`src/rtl/axilite_arbiter_2to1.sv`:
```
// Two-requester AXI-lite arbiter sharing one downstream register bus.
// One transaction in flight at a time, round-robin between s0 and s1,
// write-before-read within a requester, and out-of-window addresses
// answered locally with DECERR so they never reach the downstream bus.
module axilite_arbiter_2to1 #(
    parameter logic [31:0] ADDR_BASE = 32'h0000_0000,
    parameter logic [31:0] ADDR_MASK = 32'hFFFF_0000,
    parameter logic [31:0] ERR_RDATA = 32'hDEAD_DEAD
) (
    input  logic        aclk,
    input  logic        areset,
    // requester 0
    input  logic [31:0] s0_awaddr,
    input  logic [2:0]  s0_awprot,
    input  logic        s0_awvalid,
    output logic        s0_awready,
    input  logic [31:0] s0_wdata,
    input  logic [3:0]  s0_wstrb,
    input  logic        s0_wvalid,
    output logic        s0_wready,
    output logic [1:0]  s0_bresp,
    output logic        s0_bvalid,
    input  logic        s0_bready,
    input  logic [31:0] s0_araddr,
    input  logic [2:0]  s0_arprot,
    input  logic        s0_arvalid,
    output logic        s0_arready,
    output logic [31:0] s0_rdata,
    output logic [1:0]  s0_rresp,
    output logic        s0_rvalid,
    input  logic        s0_rready,
    // requester 1
    input  logic [31:0] s1_awaddr,
    input  logic [2:0]  s1_awprot,
    input  logic        s1_awvalid,
    output logic        s1_awready,
    input  logic [31:0] s1_wdata,
    input  logic [3:0]  s1_wstrb,
    input  logic        s1_wvalid,
    output logic        s1_wready,
    output logic [1:0]  s1_bresp,
    output logic        s1_bvalid,
    input  logic        s1_bready,
    input  logic [31:0] s1_araddr,
    input  logic [2:0]  s1_arprot,
    input  logic        s1_arvalid,
    output logic        s1_arready,
    output logic [31:0] s1_rdata,
    output logic [1:0]  s1_rresp,
    output logic        s1_rvalid,
    input  logic        s1_rready,
    // shared downstream bus
    output logic [31:0] m_awaddr,
    output logic [2:0]  m_awprot,
    output logic        m_awvalid,
    input  logic        m_awready,
    output logic [31:0] m_wdata,
    output logic [3:0]  m_wstrb,
    output logic        m_wvalid,
    input  logic        m_wready,
    input  logic [1:0]  m_bresp,
    input  logic        m_bvalid,
    output logic        m_bready,
    output logic [31:0] m_araddr,
    output logic [2:0]  m_arprot,
    output logic        m_arvalid,
    input  logic        m_arready,
    input  logic [31:0] m_rdata,
    input  logic [1:0]  m_rresp,
    input  logic        m_rvalid,
    output logic        m_rready
);

    localparam logic [2:0] IDLE   = 3'd0;
    localparam logic [2:0] W_FWD  = 3'd1;
    localparam logic [2:0] B_WAIT = 3'd2;
    localparam logic [2:0] B_RESP = 3'd3;
    localparam logic [2:0] AR_FWD = 3'd4;
    localparam logic [2:0] R_WAIT = 3'd5;
    localparam logic [2:0] R_RESP = 3'd6;

    logic [2:0]  state;
    logic        last;      // last granted requester
    logic        gnt;       // requester owning the current transaction
    logic [31:0] addr_q;
    logic [2:0]  prot_q;
    logic [31:0] wdata_q;
    logic [3:0]  wstrb_q;
    logic [1:0]  bresp_q;
    logic [1:0]  rresp_q;
    logic [31:0] rdata_q;

    function automatic logic addr_hit(input logic [31:0] a);
        return (a & ADDR_MASK) == ADDR_BASE;
    endfunction

    logic        wr0, wr1, req0, req1, sel, sel_wr, grant, hit;
    logic [31:0] cand_addr;
    logic [2:0]  cand_prot;
    logic        up_bready, up_rready;

    assign wr0  = s0_awvalid & s0_wvalid;
    assign wr1  = s1_awvalid & s1_wvalid;
    assign req0 = wr0 | s0_arvalid;
    assign req1 = wr1 | s1_arvalid;
    // On a tie the requester that did not win last time goes next.
    assign sel    = (req0 & req1) ? ~last : req1;
    assign sel_wr = sel ? wr1 : wr0;
    assign grant  = (state == IDLE) && (req0 | req1) && !areset;

    assign cand_addr = sel ? (sel_wr ? s1_awaddr : s1_araddr)
                           : (sel_wr ? s0_awaddr : s0_araddr);
    assign cand_prot = sel ? (sel_wr ? s1_awprot : s1_arprot)
                           : (sel_wr ? s0_awprot : s0_arprot);
    assign hit = addr_hit(cand_addr);

    assign s0_awready = grant && !sel && sel_wr;
    assign s0_wready  = grant && !sel && sel_wr;
    assign s0_arready = grant && !sel && !sel_wr;
    assign s1_awready = grant && sel && sel_wr;
    assign s1_wready  = grant && sel && sel_wr;
    assign s1_arready = grant && sel && !sel_wr;

    assign s0_bvalid = (state == B_RESP) && !gnt;
    assign s1_bvalid = (state == B_RESP) && gnt;
    assign s0_rvalid = (state == R_RESP) && !gnt;
    assign s1_rvalid = (state == R_RESP) && gnt;
    assign s0_bresp  = bresp_q;
    assign s1_bresp  = bresp_q;
    assign s0_rresp  = rresp_q;
    assign s1_rresp  = rresp_q;
    assign s0_rdata  = rdata_q;
    assign s1_rdata  = rdata_q;
    assign up_bready = gnt ? s1_bready : s0_bready;
    assign up_rready = gnt ? s1_rready : s0_rready;

    assign m_awaddr = addr_q;
    assign m_araddr = addr_q;
    assign m_awprot = prot_q;
    assign m_arprot = prot_q;
    assign m_wdata  = wdata_q;
    assign m_wstrb  = wstrb_q;
    assign m_bready = (state == B_WAIT);
    assign m_rready = (state == R_WAIT);

    // Capture the winning request; held until the next grant.
    always_ff @(posedge aclk) begin
        if (grant) begin
            addr_q  <= cand_addr;
            prot_q  <= cand_prot;
            wdata_q <= sel ? s1_wdata : s0_wdata;
            wstrb_q <= sel ? s1_wstrb : s0_wstrb;
        end
    end

    // Transaction sequencer; forward states exit once every valid has dropped.
    always_ff @(posedge aclk or posedge areset) begin
        if (areset) begin
            state     <= IDLE;
            last      <= 1'b1;
            gnt       <= 1'b0;
            m_awvalid <= 1'b0;
            m_wvalid  <= 1'b0;
            m_arvalid <= 1'b0;
            bresp_q   <= 2'b00;
            rresp_q   <= 2'b00;
            rdata_q   <= 32'h0;
        end else begin
            case (state)
                IDLE: begin
                    if (grant) begin
                        last <= sel;
                        gnt  <= sel;
                        if (sel_wr) begin
                            if (hit) begin
                                m_awvalid <= 1'b1;
                                m_wvalid  <= 1'b1;
                                state     <= W_FWD;
                            end else begin
                                bresp_q <= 2'b11;
                                state   <= B_RESP;
                            end
                        end else begin
                            if (hit) begin
                                m_arvalid <= 1'b1;
                                state     <= AR_FWD;
                            end else begin
                                rresp_q <= 2'b11;
                                rdata_q <= ERR_RDATA;
                                state   <= R_RESP;
                            end
                        end
                    end
                end
                W_FWD: begin
                    if (m_awvalid && m_awready) m_awvalid <= 1'b0;
                    if (m_wvalid && m_wready)   m_wvalid  <= 1'b0;
                    if (!m_awvalid && !m_wvalid) state <= B_WAIT;
                end
                B_WAIT: begin
                    if (m_bvalid) begin
                        bresp_q <= m_bresp;
                        state   <= B_RESP;
                    end
                end
                B_RESP: begin
                    if (up_bready) state <= IDLE;
                end
                AR_FWD: begin
                    if (m_arvalid && m_arready) m_arvalid <= 1'b0;
                    if (!m_arvalid) state <= R_WAIT;
                end
                R_WAIT: begin
                    if (m_rvalid) begin
                        rdata_q <= m_rdata;
                        rresp_q <= m_rresp;
                        state   <= R_RESP;
                    end
                end
                R_RESP: begin
                    if (up_rready) state <= IDLE;
                end
                default: state <= IDLE;
            endcase
        end
    end

endmodule
```
`config.mk`:
```
export PLATFORM = sky130hd
export DESIGN_NAME = axilite_arbiter_2to1
export DESIGN_NICKNAME = d
export VERILOG_FILES = /design/src/rtl/axilite_arbiter_2to1.sv
export SDC_FILE = /design/constraint.sdc
export NUM_CORES = 1
export LEC_CHECK = 0
export CAP_MARGIN = 20
export CORE_AREA = 10 10 168 170
export DETAILED_ROUTE_END_ITERATION = 10
export DIE_AREA = 0 0 178 180
export GPL_TIMING_DRIVEN = 0
export SYNTH_ARGS = -nofsm -noshare
export SYNTH_HDL_FRONTEND = slang
export SYNTH_SLANG_ARGS = --single-unit
```
`constraint.sdc`:
```
create_clock -name aclk -period 7.3 [get_ports aclk]
set_input_delay 1.46 -clock aclk [delete_from_list [all_inputs] [get_ports aclk]]
set_output_delay 1.46 -clock aclk [all_outputs]
set_load 0.05 [all_outputs]
```
==> key figures, run 1 <==
Status
  • Status: complete, no violations

Critical path
  • Startpoint Class: input pin
  • Critical Path Max Stage Delay: 690 ps
  • Crit end category: primary output
  • Crit path buffers/inverters: 6
  • Worst path slowest cell: clkdlybuf4s50_1
  • Critical path class: in2out
  • CP required: 5840 ps
  • Crit-path leading delay family: buffers and inverters
  • Cell Chain, Critical Path: clkdlybuf4s50_1 > a21o_1 > a21oi_2 > buf_2 > clkbuf_1 > clkbuf_1 > nor3_1 > buf_4 > clkdlybuf4s50_1
  • Worst-path fanout max: 10
  • Worst Path Arrival: 4830 ps

Drt
  • Vias per Instance: 4.54
  • Met1 WL: 13000 um
  • Met2 Wirelength: 17400 um
  • Final ANT Viol Nets: 0
  • DRT Pass-1 Iters: 5
  • WL final: 33400 um
  • Met3 routed WL: 2740 um
  • Top sig layer: met4
  • Initial DRC Count: 417
  • Drt drc: 0
  • Vias after detailed routing: 6800
  • WL/cell: 22.3 um

Timing
  • Unrepaired setup endpoints after global routing: no
  • Sum Neg Setup Slack: 0 ps
  • Period minus WS final: 6290 ps
  • Slew of the pin with the lowest slew margin: 730 ps
  • Worst slew margin: 51.3%
  • Hold Slack: 524 ps
  • Max Clock Skew: 15.0 ps
  • FMAX: 159 MHz
  • Final Hold Viols: 0
  • Finish-stage setup viols: 0
  • Final Max Slew Viols: 0
  • Crit share post-route: 86.2%

Layout
  • Storage cell area: 3230 um^2
  • Area growth, synth to finish: 87.0%
  • Most frequent cells in the layout: clkdlybuf4s50_1 (457), nand2_1 (180), buf_4 (74), edfxtp_1 (71), dfrtp_1 (43)
  • # fillers: 2348
  • Most common library cell in the layout ignoring fill and taps: clkdlybuf4s50_1
  • Final instance area: 12100 um^2
  • Multi-input gate area: 2480 um^2
  • Layout cells sized above 1: 11.9%
  • Post-layout util: 48.8%
  • Nets: 1416

Placed design
  • # port buffers: 457
  • Post-DP HPWL: 28000 um
  • Placer Congestion: 0.872
  • Placed cell areas: 11500 um^2

Power
  • Maximum vdd ir drop: 0.269 mV
  • Pwr dens: 361 nW/um^2
  • LEAKAGE: 0.00499 uW

Global route
  • Grt total ovfl: 0
  • Vias in the first global route: 6984
  • Largest net degree at the start of global routing: 69
  • First-pass GRT wire length: 48100 um
  • Initial antenna violation count: 4
  • GRT Total Usage: 20.1%

Floorplanning
  • Top Ports: 458
  • Die W: 178 um
  • Die height: 180 um
  • Initial core utilization: 26.1%
  • Core Rows: 58
  • Core Area: 24900 um^2
  • Die area: 32000 um^2

Clocking
  • H-tree Lvls: 4
  • # resized after CTS: 0
  • Clock sinks: 115
  • Largest buffer count on any clock path: 2
  • Reg clk slew, reported paths: 60 ps
  • CTS tree: built
  • Setup Fix Bufs, Post-CTS: 0
  • Num CTS Buffers: 17
  • Worst-Skew Late Latency: 420 ps
  • CTS Hold Bufs: 0
  • Root buf cell: clkbuf_16

Synthesis
  • Post-synthesis compound-gate area fraction: 15.4%
  • Ys flop type: edfxtp_1
  • Syn_area_per_cell: 9.65 um^2
  • Post-synthesis mux area share: 6.92%
  • Async set-or-reset flop fraction in the synthesized netlist: 38.3%
  • Synth Area in XOR/XNOR: 0%
  • Synthesized-area fraction occupied by adder cells: 0%
  • EDFF count, synth: 71
  • Syn Inst Count: 673
  • Cell Area, Synth: 6490 um^2
  • Simple-Gate Fraction of Synth Area: 15.9%
  • Largest family of logic cells by synthesized area: simple AND/OR/NAND/NOR gates
  • Synth Register Bits: 115
  • Synth unique cells: 59
  • Yosys Warn Count: 0
  • Syn Nets: 938
  • Seq/Total Area, Yosys: 49.8%

Flow run
  • Max cap viols: 0

Worst hold path
  • Min-Delay Path Class: reg2reg
## worst paths after layout
check / start / to / slack [ps] / cells after the start
worst max-delay path: s0_awvalid / s0_wready / 1010 / 9
worst min-delay path: m_awvalid / m_awvalid / 520 / 1
worst max register to register: last / s0_rdata[16] / 4330 / 11
worst min register to register: m_awvalid / m_awvalid / 520 / 1
max in group asynchronous: areset / last / 5490 / 3
min in group asynchronous: areset / s0_rdata[17] / 1300 / 2
## layout make-up
class | count | area share [%]
clock inverters | 11 | 0.897
well taps | 330 | 3.40
repair buffers | 459 | 38.1
diodes | 3 | 0.0618
clock buffers | 21 | 4.06
plain buffers | 113 | 6.16
inverters | 8 | 0.268
flip-flops and latches | 115 | 26.6
multi-input cells | 437 | 20.4
## worst reg2reg max path, delay by kind of cell, from the launching register on
kind,cells,cell delay (ps)
mux,1,280
compound gates,3,570
buf+inv,5,860
flops,1,510
simple gates,2,590
## power by group
part / switching (uW) / internal, uW / total (uW) / leakage (uW)
combinational: 1560 / 918 / 2480 / 0.00356
sequential: 134 / 901 / 1030 / 0.00114
clock: 337 / 525 / 862 / 0.000297
total: 2030 / 2340 / 4380 / 0.00499
## synthesized netlist by cell type, types with 6 or more instances
cell type,number,area [um^2]
nand2_1,180,676
buf_4,74,556
edfxtp_1,71,2130
dfrtp_1,43,1080
mux2i_1,40,400
a31oi_1,29,181
clkbuf_1,25,93.8
o21ai_1,21,105
a21oi_1,20,100
o22ai_1,20,125
o21ai_0,18,90.1
nor2_1,14,52.6
buf_2,7,35.0
o211ai_1,7,52.6
a22oi_1,6,45.0
and3_1,6,37.5
inv_1,6,22.5
nor3_1,6,30.0
## per-layer routing
metal  GRT usage (%)  vias up
met2            35.2      249
met1            23.0     3235
li1                -     3298
met5               0        -
met4            4.64        0
met3            6.77       18
## through the flow
stage / std cells / total power, uW / setup slack [ps]
global placement: 1460 / 3530 / 983
finish: 1497 / 4380 / 1010
global route: 1497 / 4570 / 750
detailed placement: 1462 / 3550 / 954
floorplan: 673 / 2620 / 2000
CTS: 1494 / 4430 / 947
## registers in the layout, summed over array words and instances (netlist names), 2 cells and up
| name | flops |
|---|---|
| m_araddr | 32 |
| m_wdata | 32 |
| s0_rdata | 32 |
| m_wstrb | 4 |
| m_arprot | 3 |
| state | 3 |
| s0_bresp | 2 |
| s0_rresp | 2 |
## cell families (layout without fill, tap and decap cells)
family                 after synthesis  after routing
AND/OR/NAND/NOR                    239            239
buffers and inverters              121            612
multiplexers                        44             44
flip-flops                         115            115
AO/OA/AOI/OAI                      154            154
other                                0              3
No activity file was read; power rests on OpenSTA's default activity.
==> run 2, diff against run 1 <==
--- a/config.mk
+++ b/config.mk
@@ -6,10 +6,12 @@
 export NUM_CORES = 1
 export LEC_CHECK = 0
 export CAP_MARGIN = 20
-export CORE_AREA = 10 10 168 170
+export CORE_AREA = 4 4 176 178
+export CTS_BUF_LIST = sky130_fd_sc_hd__clkbuf_8 sky130_fd_sc_hd__clkbuf_16
 export DETAILED_ROUTE_END_ITERATION = 10
-export DIE_AREA = 0 0 178 180
+export DIE_AREA = 0 0 180 182
 export GPL_TIMING_DRIVEN = 0
+export SLEW_MARGIN = 0
 export SYNTH_ARGS = -nofsm -noshare
 export SYNTH_HDL_FRONTEND = slang
 export SYNTH_SLANG_ARGS = --single-unit
==> run 2 against run 1 <==
- die area increased by 2.2%
- sequential share of layout area decreased by 0.13 points
- total power decreased by 0.20%
- global-route usage decreased by 2.1 points
- count of clock-buffer cells in the layout decreased by 4
- worst setup slack got worse by 80 ps
- first-iteration DRC count decreased by 21%
- register-to-register slack about the same
- core utilization decreased by 7.3 points
==> key figures, run 2 (synthesis results as in run 1) <==
Status
  • Status: complete, no violations

Placed design
  • DP Cell Count: 1522 (+4.1%)
  • Placer Congestion: 0.875 (+0.37%)
  • Worst slack at placement: 863 ps (-91.7 ps)
  • # port buffers: 457 (unchanged)
  • Post-DP HPWL: 25600 um (-8.7%)

Global route
  • Initial antenna violation count: 0 (-4)
  • Largest net degree at the start of global routing: 42 (-39%)
  • Grt total ovfl: 0 (unchanged)
  • First-pass GRT wire length: 44900 um (-6.7%)
  • Vias in the first global route: 6908 (-1.1%)
  • GRT Total Usage: 18.1% (-2.1 points)

Critical path
  • Crit path buffers/inverters: 6 (unchanged)
  • CP required: 5840 ps (about the same)
  • Worst path slowest cell: clkdlybuf4s50_1
  • Startpoint Class: input pin
  • Crit end category: primary output
  • Worst Path Arrival: 4910 ps (+80 ps)
  • Cell Chain, Critical Path: clkdlybuf4s50_1 > a21o_1 > a21oi_2 > buf_2 > clkbuf_1 > clkbuf_1 > nor3_1 > buf_4 > clkdlybuf4s50_1
  • Critical Path Max Stage Delay: 690 ps (about the same)
  • Critical path class: in2out
  • Worst-path fanout max: 10 (unchanged)
  • Crit-path leading delay family: buffers and inverters

Layout
  • # fillers: 2888 (+23%)
  • Non-filler cells, final: 1554 (+3.8%)
  • Layout cells sized above 1: 11.7% (-0.17 points)
  • Area growth, synth to finish: 87.9%
  • Most frequent cells in the layout: clkdlybuf4s50_1 (457), nand2_1 (180), buf_4 (74), edfxtp_1 (71), dfrtp_1 (43)
  • Nets: 1416 (unchanged)
  • ANT cells: 0 (-3)
  • Most common library cell in the layout ignoring fill and taps: clkdlybuf4s50_1

Drt
  • DRT Pass-1 Iters: 4 (-1)
  • Initial DRC Count: 330 (-21%)
  • Vias per Instance: 4.36 (-4.0%)
  • Final ANT Viol Nets: 0 (unchanged)
  • Vias after detailed routing: 6776 (-0.35%)
  • Drt drc: 0 (unchanged)
  • WL final: 31100 um (-6.9%)
  • WL/cell: 20.0 um (-10%)

Clocking
  • Root buf cell: clkbuf_16
  • Setup Fix Bufs, Post-CTS: 0 (unchanged)
  • Worst-Skew Late Latency: 410 ps (about the same)
  • Clock sinks: 115 (unchanged)
  • Reg clk slew, reported paths: 60 ps (about the same)
  • # resized after CTS: 0 (unchanged)
  • Num CTS Buffers: 17 (unchanged)
  • CTS tree: built
  • H-tree Lvls: 4 (unchanged)
  • CTS Hold Bufs: 0 (unchanged)
  • Largest buffer count on any clock path: 2 (unchanged)

Power
  • Pwr dens: 358 nW/um^2 (-0.67%)
  • LEAKAGE: 0.00499 uW (-0.15%)
  • Maximum vdd ir drop: 0.164 mV (-39%)

Worst hold path
  • Min-Delay Path Class: reg2reg

Timing
  • Max Clock Skew: 11.3 ps (-3.79 ps)
  • Final Hold Viols: 0 (unchanged)
  • FMAX: 157 MHz (-1.3%)
  • Final Max Slew Viols: 0 (unchanged)
  • Crit share post-route: 87.3% (+1.1 points)
  • Unrepaired setup endpoints after global routing: no
  • Worst slew margin: 40.1% (-11 points)
  • Sum Neg Setup Slack: 0 ps (unchanged)
  • Slew of the pin with the lowest slew margin: 890 ps (+160 ps)
  • Period minus WS final: 6370 ps (+80.4 ps)
  • Hold Slack: 521 ps (-2.95 ps)
  • Finish-stage setup viols: 0 (unchanged)
  • Worst setup margin: 930 ps (-80.4 ps)

Floorplanning
  • Top Ports: 458 (unchanged)
  • Initial core utilization: 22.1% (-4.0 points)
  • Die height: 182 um (+1.1%)
  • Core Rows: 63 (+8.6%)
  • Die W: 180 um (+1.1%)
  • Die area: 32800 um^2 (+2.2%)
  • Core Area: 29400 um^2 (+18%)

Flow run
  • Max cap viols: 0 (unchanged)
-- run 2: cell count changes in the layout (fill, tap and decap cells not counted), moves of 2 or more --
cell	change
bufinv_16	+2
clkbuf_16	-2
clkinv_1	+2
clkinv_2	+3
clkinv_4	+2
diode_2	-3
inv_4	-3
inv_6	-4
-- run 2: area by class of cell --
cell class                      count  area [um^2]  area share, %
Multi-Input combinational cell    437         2480           20.3
Clock buffer                       17          425           3.49
Timing Repair Buffer              459         4620           37.9
Tap cell                          390          488           4.00
Sequential cell                   115         3230           26.5
Buffer                            113          748           6.13
Inverter                            8         32.5          0.267
Clock inverter                     15          166           1.36
-- run 2: path summary, 6_finish.rpt --
check	from	endpoint	slack [ps]	cells past startpoint
worst max-delay path	s0_awvalid	s0_wready	930	9
worst min-delay path	m_awvalid	m_awvalid	520	1
worst max register to register	last	s0_rdata[29]	4330	10
worst min register to register	m_awvalid	m_awvalid	520	1
max in group asynchronous	areset	s0_rdata[14]	5550	3
min in group asynchronous	areset	state[1]	1300	2
-- run 2: stage by stage --
step / area, um^2 / total power, uW / utilization, %
detailed placement: 11600 / 3540 / 39.5
finish: 12200 / 4370 / 41.5
CTS: 12200 / 4420 / 41.5
floorplan: 6490 / 2620 / -
global placement: 11600 / 3530 / 39.3
global route: 12200 / 4570 / 41.5
-- run 2: layer usage --
metal | up-vias | track usage (%) | wire (um)
met4 | 0 | 5.36 | 585
met2 | 277 | 31.1 | 15400
li1 | 3285 | - | -
met1 | 3185 | 22.7 | 13400
met5 | - | 0 | 0
met3 | 29 | 4.05 | 1730
-- run 2: worst reg2reg max path: cells and delay by family (launching register included) --
family,cells,cell delay (ps)
muxes,1,360
DFF,1,510
buffers and inverters,4,850
and+or+nand+nor,2,580
AOI/OAI and AO/OA,3,580
-- run 2: report_power, final --
part           switching [uW]  internal (uW)  total [uW]
combinational            1560            919        2480
clock                     320            534         854
sequential                133            901        1030
total                    2010           2350        4370
